$ cat src/rtl/adc_pkg.sv
// Shared definitions for the MAX1282 scan path: sizes, scheduler FSM encoding
// and the left-justified result padding used by every result consumer.
package adc_pkg;

  localparam int NUM_CH   = 4;
  localparam int RES_W    = 12;
  localparam int CH_W     = 2;
  localparam int PERIOD_W = 16;
  localparam int TIMEOUT  = 4096;
  localparam int RESULT_W = 16;

  typedef enum logic [2:0] {
    ST_IDLE  = 3'd0,
    ST_ARB   = 3'd1,
    ST_ISSUE = 3'd2,
    ST_WAIT  = 3'd3,
    ST_STORE = 3'd4
  } scan_state_e;

  function automatic logic [RESULT_W-1:0] pad_result(input logic [RES_W-1:0] data);
    return {data, {(RESULT_W-RES_W){1'b0}}};
  endfunction

endpackage

$ cat src/rtl/adc_period_timer.sv
// Scan period timer: counts 0..period while enabled and emits a one-cycle tick
// on the terminal count; held at zero with no ticks while disabled.
module adc_period_timer
  import adc_pkg::*;
(
  input  logic                sys_clk,
  input  logic                sys_rst_n,
  input  logic                en,
  input  logic [PERIOD_W-1:0] period,
  output logic                tick
);

  logic [PERIOD_W-1:0] cnt_q;
  logic [PERIOD_W-1:0] cnt_d;

  // Count/reload; >= keeps the timer sane if period shrinks below the count.
  always_comb begin
    cnt_d = cnt_q;
    tick  = 1'b0;
    if (!en) begin
      cnt_d = '0;
    end else if (cnt_q >= period) begin
      cnt_d = '0;
      tick  = 1'b1;
    end else begin
      cnt_d = cnt_q + PERIOD_W'(1);
    end
  end

  // Counter register.
  always_ff @(posedge sys_clk or negedge sys_rst_n) begin
    if (!sys_rst_n) begin
      cnt_q <= '0;
    end else begin
      cnt_q <= cnt_d;
    end
  end

endmodule

$ cat src/rtl/adc_scan_scheduler.sv
// Shares the MAX1282 conversion engine between periodic channel scans and
// single-shot host requests; host wins at conversion boundaries.
module adc_scan_scheduler
  import adc_pkg::*;
(
  input  logic                sys_clk,
  input  logic                sys_rst_n,
  input  logic                cfg_en,
  input  logic [NUM_CH-1:0]   cfg_ch_mask,
  input  logic [PERIOD_W-1:0] cfg_period,
  input  logic                host_req,
  input  logic [CH_W-1:0]     host_ch,
  output logic                host_ack,
  output logic                adc_start,
  output logic [CH_W-1:0]     adc_ch,
  input  logic                adc_done,
  input  logic [RES_W-1:0]    adc_data,
  output logic                res_valid,
  output logic [CH_W-1:0]     res_ch,
  output logic [RESULT_W-1:0] res_data,
  output logic                res_host,
  output logic                frame_done,
  output logic                overrun,
  output logic                timeout_err
);

  localparam int TMO_W = $clog2(TIMEOUT);
  localparam logic [TMO_W-1:0] TMO_LAST = TMO_W'(TIMEOUT - 1);

  scan_state_e         state_q, state_d;
  logic                scan_pending_q, scan_pending_d;
  logic [NUM_CH-1:0]   scan_mask_q, scan_mask_d;
  logic [CH_W-1:0]     scan_ptr_q, scan_ptr_d;
  logic                sel_host_q, sel_host_d;
  logic [TMO_W-1:0]    tmo_cnt_q, tmo_cnt_d;
  logic                host_ack_q, host_ack_d;
  logic                adc_start_q, adc_start_d;
  logic [CH_W-1:0]     adc_ch_q, adc_ch_d;
  logic                res_valid_q, res_valid_d;
  logic [CH_W-1:0]     res_ch_q, res_ch_d;
  logic [RESULT_W-1:0] res_data_q, res_data_d;
  logic                res_host_q, res_host_d;
  logic                frame_done_q, frame_done_d;
  logic                overrun_q, overrun_d;
  logic                timeout_err_q, timeout_err_d;

  logic                tick;
  logic                scan_active;
  logic [CH_W-1:0]     scan_sel;
  logic [NUM_CH-1:0]   mask_after;

  adc_period_timer u_timer (
    .sys_clk   (sys_clk),
    .sys_rst_n (sys_rst_n),
    .en        (cfg_en),
    .period    (cfg_period),
    .tick      (tick)
  );

  // A scan conversion in flight blocks a new scan even if pending was dropped by cfg_en.
  assign scan_active = !sel_host_q && ((state_q == ST_ISSUE) || (state_q == ST_WAIT));

  // Lowest remaining scan channel at or above the scan pointer.
  always_comb begin
    scan_sel = scan_ptr_q;
    for (int i = NUM_CH - 1; i >= 0; i--) begin
      scan_sel = (scan_mask_q[i] && (CH_W'(i) >= scan_ptr_q)) ? CH_W'(i) : scan_sel;
    end
  end

  // Next-state, arbitration, scan bookkeeping and staging of registered outputs.
  always_comb begin
    state_d        = state_q;
    scan_pending_d = scan_pending_q;
    scan_mask_d    = scan_mask_q;
    scan_ptr_d     = scan_ptr_q;
    sel_host_d     = sel_host_q;
    tmo_cnt_d      = tmo_cnt_q;
    adc_ch_d       = adc_ch_q;
    res_ch_d       = res_ch_q;
    res_data_d     = res_data_q;
    res_host_d     = res_host_q;
    overrun_d      = overrun_q;
    timeout_err_d  = timeout_err_q;
    host_ack_d     = 1'b0;
    adc_start_d    = 1'b0;
    res_valid_d    = 1'b0;
    frame_done_d   = 1'b0;
    mask_after     = scan_mask_q;

    case (state_q)
      ST_IDLE: begin
        if (host_req || scan_pending_q) begin
          state_d = ST_ARB;
        end else begin
          state_d = ST_IDLE;
        end
      end
      ST_ARB: begin
        if (host_req) begin
          adc_ch_d    = host_ch;
          sel_host_d  = 1'b1;
          adc_start_d = 1'b1;
          state_d     = ST_ISSUE;
        end else if (scan_pending_q) begin
          adc_ch_d    = scan_sel;
          sel_host_d  = 1'b0;
          scan_ptr_d  = scan_sel + CH_W'(1);
          adc_start_d = 1'b1;
          state_d     = ST_ISSUE;
        end else begin
          state_d = ST_IDLE;
        end
      end
      ST_ISSUE: begin
        tmo_cnt_d = '0;
        state_d   = ST_WAIT;
      end
      ST_WAIT: begin
        if (adc_done || (tmo_cnt_q == TMO_LAST)) begin
          state_d     = ST_STORE;
          res_valid_d = 1'b1;
          res_ch_d    = adc_ch_q;
          res_host_d  = sel_host_q;
          host_ack_d  = sel_host_q;
          if (adc_done) begin
            res_data_d = pad_result(adc_data);
          end else begin
            res_data_d    = '0;
            timeout_err_d = 1'b1;
          end
          if (!sel_host_q && scan_pending_q) begin
            mask_after  = scan_mask_q & ~(NUM_CH'(1) << adc_ch_q);
            scan_mask_d = mask_after;
            if (mask_after == '0) begin
              frame_done_d   = 1'b1;
              scan_pending_d = 1'b0;
            end else begin
              frame_done_d = 1'b0;
            end
          end else begin
            scan_mask_d = scan_mask_q;
          end
        end else begin
          tmo_cnt_d = tmo_cnt_q + TMO_W'(1);
          state_d   = ST_WAIT;
        end
      end
      ST_STORE: begin
        state_d = ST_IDLE;
      end
      default: begin
        state_d = ST_IDLE;
      end
    endcase

    if (tick) begin
      if (scan_pending_q || scan_active) begin
        overrun_d = 1'b1;
      end else if (cfg_ch_mask != '0) begin
        scan_pending_d = 1'b1;
        scan_mask_d    = cfg_ch_mask;
        scan_ptr_d     = '0;
      end else begin
        scan_pending_d = scan_pending_q;
      end
    end else begin
      overrun_d = overrun_q;
    end

    // Disabling scanning abandons the rest of the frame without a frame_done.
    if (!cfg_en) begin
      scan_pending_d = 1'b0;
      scan_mask_d    = '0;
      frame_done_d   = 1'b0;
    end else begin
      scan_pending_d = scan_pending_d;
    end
  end

  // State and output registers.
  always_ff @(posedge sys_clk or negedge sys_rst_n) begin
    if (!sys_rst_n) begin
      state_q        <= ST_IDLE;
      scan_pending_q <= 1'b0;
      scan_mask_q    <= '0;
      scan_ptr_q     <= '0;
      sel_host_q     <= 1'b0;
      tmo_cnt_q      <= '0;
      host_ack_q     <= 1'b0;
      adc_start_q    <= 1'b0;
      adc_ch_q       <= '0;
      res_valid_q    <= 1'b0;
      res_ch_q       <= '0;
      res_data_q     <= '0;
      res_host_q     <= 1'b0;
      frame_done_q   <= 1'b0;
      overrun_q      <= 1'b0;
      timeout_err_q  <= 1'b0;
    end else begin
      state_q        <= state_d;
      scan_pending_q <= scan_pending_d;
      scan_mask_q    <= scan_mask_d;
      scan_ptr_q     <= scan_ptr_d;
      sel_host_q     <= sel_host_d;
      tmo_cnt_q      <= tmo_cnt_d;
      host_ack_q     <= host_ack_d;
      adc_start_q    <= adc_start_d;
      adc_ch_q       <= adc_ch_d;
      res_valid_q    <= res_valid_d;
      res_ch_q       <= res_ch_d;
      res_data_q     <= res_data_d;
      res_host_q     <= res_host_d;
      frame_done_q   <= frame_done_d;
      overrun_q      <= overrun_d;
      timeout_err_q  <= timeout_err_d;
    end
  end

  assign host_ack    = host_ack_q;
  assign adc_start   = adc_start_q;
  assign adc_ch      = adc_ch_q;
  assign res_valid   = res_valid_q;
  assign res_ch      = res_ch_q;
  assign res_data    = res_data_q;
  assign res_host    = res_host_q;
  assign frame_done  = frame_done_q;
  assign overrun     = overrun_q;
  assign timeout_err = timeout_err_q;

endmodule

$ cat config.mk
export PLATFORM = sky130hd
export DESIGN_NAME = adc_scan_scheduler
export DESIGN_NICKNAME = d
export VERILOG_FILES = /design/src/rtl/adc_pkg.sv /design/src/rtl/adc_period_timer.sv /design/src/rtl/adc_scan_scheduler.sv
export SDC_FILE = /design/constraint.sdc
export NUM_CORES = 1
export LEC_CHECK = 0
export ABC_AREA = 1
export BUFFER_PORTS_ARGS = -buffer_cell sky130_fd_sc_hd__buf_2
export CELL_PAD_IN_SITES_DETAIL_PLACEMENT = 0
export CELL_PAD_IN_SITES_GLOBAL_PLACEMENT = 2
export CORE_MARGIN = 1
export CORE_UTILIZATION = 32
export DETAILED_ROUTE_END_ITERATION = 6
export PLACE_DENSITY_LB_ADDON = 0.1
export SLEW_MARGIN = 10
export SYNTH_ARGS = -nofsm -noshare
export SYNTH_HDL_FRONTEND = slang
export SYNTH_SLANG_ARGS = --single-unit
$ cat constraint.sdc
create_clock -name sys_clk -period 2.72 [get_ports sys_clk]
set_clock_uncertainty 0.2 [all_clocks]
set_input_delay 0.136 -clock sys_clk [delete_from_list [all_inputs] [get_ports sys_clk]]
set_output_delay 0.136 -clock sys_clk [all_outputs]
set_load 0.005 [all_outputs]
==> summary.md <==
| Metric | Value |
|---|---|
| Area grow syn2layout | 28.2% |
| First-pass GRT wire length | roughly 15000 um |
| Reg-to-reg startpoint | u_timer.cnt_q[3] |
| Setup Total Neg Slack | 0 ps |
| Outcome | finished clean |
| Vias/cell | ~4.6 |
| Initial antenna violation count | 0 |
| Reported max-cap violation count | 0 |
| Async SR Flop Fraction | 1.00 |
| CP startpoint kind | flip-flop |
| Drt pass-1 iters | 4 |
| Setup CP Type | flip-flop to flip-flop |
| Clock transition at path regs | 80 ps |
| CP most frequent cell | nand2_1 |
| WL final | just under 9000 um |
| Vias in the first global route | about 3.1k |
| Total GRT Usage | 0.172 |
| Fill cells | around 1.1k |
| Hold Buf Count CTS | 36 |
| R2r endpoint | u_timer.cnt_q[8] |
| Power Total | slightly below 3 mW |
| Synth Area per Inst | 7.99 sq um |
| Setup WS pre-CTS | approximately 300 ps |
| Setup violators final | 0 |
| Initial Util | 0.335 |
| Synth top area share | 0.440 |
| Post-Layout Cell Count | approximately 700 |
| Final period utilization | 0.899 |
| DP Cell Count | ~630 |
| Most instantiated cells after synthesis | nand2_1 (93), dfrtp_1 (62), inv_1 (59) |
| Post-synthesis cell count | about 440 |
| CTS buffer count | 9 |
| Bufs on Longest Clock Path | 2 |
| Unrepaired setup endpoints after global routing | false |
| Util after Layout | 0.430 |
| Hold WS | 141 ps |
| Cell taking the most area after synthesis | dfrtp_1 |
| Mapped Area | approximately 3500 sq um |
| Lkg Pwr | roughly 2.3 nW |
| Seq/Total Area, Yosys | 0.440 |
| Yosys cell types | 37 |
| IO buf count | 61 |
| H-Tree Depth | 3 |
| Synth area leaders | dfrtp_1 (44%), nand2_1 (9.9%), ha_1 (6.4%), inv_1 (6.3%), nor2_1 (5.1%) |
| GP Congestion | about 0.75 |
| Total grt overflow | 0 |
| Ant diodes | 0 |
| Worst Setup End Kind | flip-flop |
| Row count | 37 |
| Nets | 599 |
| Post-CTS resize count | 0 |
| Largest net degree at the start of global routing | 39 |
| PnR worst setup slack | ~280 ps |
| FF+latch count, synth | 62 |
| Via count | 3135 |
| Most frequent cell after synthesis | nand2_1 |
| Maximum VDD drop | between 0.3 and 0.4 mV |
| Reg2Reg Depth | 10 |
| Core area | about 11000 sq um |
| Max transition margin | 0.582 |
| Slowest stage delay, CP | around 440 ps |
| Main flop type after synthesis | dfrtp_1 |
| Post-synth EDFFs | 0 |
| Worst-Skew Late Latency | between 300 and 400 ps |
| Share of cells above drive strength 1 | 0.186 |
| DP Area | approximately 3900 sq um |
| Design area | between 4000 and 5000 sq um |
| Clock root buffer | clkbuf_8 |
| Final Critical Period | 2440 ps |
| TritonCTS Sinks | 62 |
| DP HPWL | ~6200 um |
| Slew @ Worst Pin | roughly 630 ps |
| Die height | between 100 and 150 um |
| R2R setup slack | around 280 ps |
| Required time worst endpoint | roughly 2800 ps |
| Setup bufs post-CTS | 0 |
| CP Max Fanout | 16 |
| Crit path DAT | roughly 2500 ps |
| WP buf/inv | 1 |
| Power Dens Cells | 643 nW/um^2 |
| Die area | between 10000 and 15000 sq um |
| # IOs | 66 |
| Crit-path slowest cell | dfrtp_1 |
| # DRC | 0 |
| Die outline width | 107 um |
| FMAX | 409 MHz |
| Ys Warns | 0 |
| Hold Vio Cnt, Final | 0 |
| Worst path top cell family by delay | simple AND/OR/NAND/NOR gates |
| Slew Limit Fails | 0 |
| Critical path cell sequence | ha_1, a21oi_1, nand2_1, nand2_1, nand2_1, nand2_1, nand2_1, inv_1, nand2_1, nor3b_1 |
| CTS tree | built |
| Drt wl/cell | 13.1 um |
| Initial drt markers | 136 |
| Worst hold path type | input port to asynchronous set/reset pin |
| Routed Antenna Nets | 0 |
## registers in the layout (all words and copies together) (netlist names), 2 cells and up
register	flops
res_ch	2
u_timer.cnt_q	16
scan_mask_q	4
state_q	3
res_data	12
scan_ptr_q	2
tmo_cnt_q	12
adc_ch	2
## per-layer routing
metal	vias to the layer above	track usage	part of all wire
met1	1455	0.239	0.51
li1	1617	-	-
met3	6	0.0438	0.034
met2	57	0.268	0.45
met4	0	0.0382	0.0086
met5	-	0	0
## cells in the final DEF, fill, tap and decap left out, drive strengths merged
master / n
buf: 64
bufinv: 1
nand4: 10
clkinv: 2
xnor2: 1
nor2: 52
inv: 62
clkinvlp: 3
conb: 4
a31o: 1
nor3: 15
dfrtp: 62
nand3b: 7
o41ai: 1
a21oi: 19
nor4: 1
o21ai: 27
xor2: 12
ha: 18
nand2: 99
o211ai: 1
nand3: 31
dlygate4sd3: 36
o21bai: 1
clkbuf: 11
nor3b: 2
or2: 1
o22ai: 3
## how the worst max path moves through the flow
stage                           from          endpoint  slack [ps]  cells past startpoint
floorplan           u_timer.cnt_q[7]  u_timer.cnt_q[2]         830                     13
global placement    u_timer.cnt_q[3]  u_timer.cnt_q[8]         330                     12
detailed placement  u_timer.cnt_q[3]  u_timer.cnt_q[8]         300                     10
CTS                 u_timer.cnt_q[3]  u_timer.cnt_q[8]         280                     10
global route        u_timer.cnt_q[3]  u_timer.cnt_q[8]          60                     12
finish              u_timer.cnt_q[3]  u_timer.cnt_q[8]         280                     10
## final cells by class
class                   instances  area (sq um)  share of cell area
clock buffers                  11           151              0.0335
clock inverters                 5          57.6              0.0127
multi-input cells             306          1650               0.365
flip-flops and latches         62          1550               0.343
repair buffers                100           701               0.155
inverters                      63           238              0.0526
well taps                     136           170              0.0377
## report_power, final
| group | total, mW | leakage (nW) | internal (mW) | switching (mW) |
|---|---|---|---|---|
| clock | 0.863 | 0.0976 | 0.472 | 0.392 |
| combinational | 0.797 | 1.36 | 0.330 | 0.468 |
| sequential | 1.25 | 0.824 | 1.10 | 0.144 |
## logic make-up after synthesis
logic type / Yosys count / synth area share
AOI/OAI and AO/OA: 53 / 0.0863
xor gates and xnor gates: 13 / 0.0323
adders and majority gates: 18 / 0.0639
buffers and inverters: 76 / 0.0955
DFF: 62 / 0.440
other: 1 / 0.00106
and+or+nand+nor: 218 / 0.281
Power figures use the tool's default switching activity.
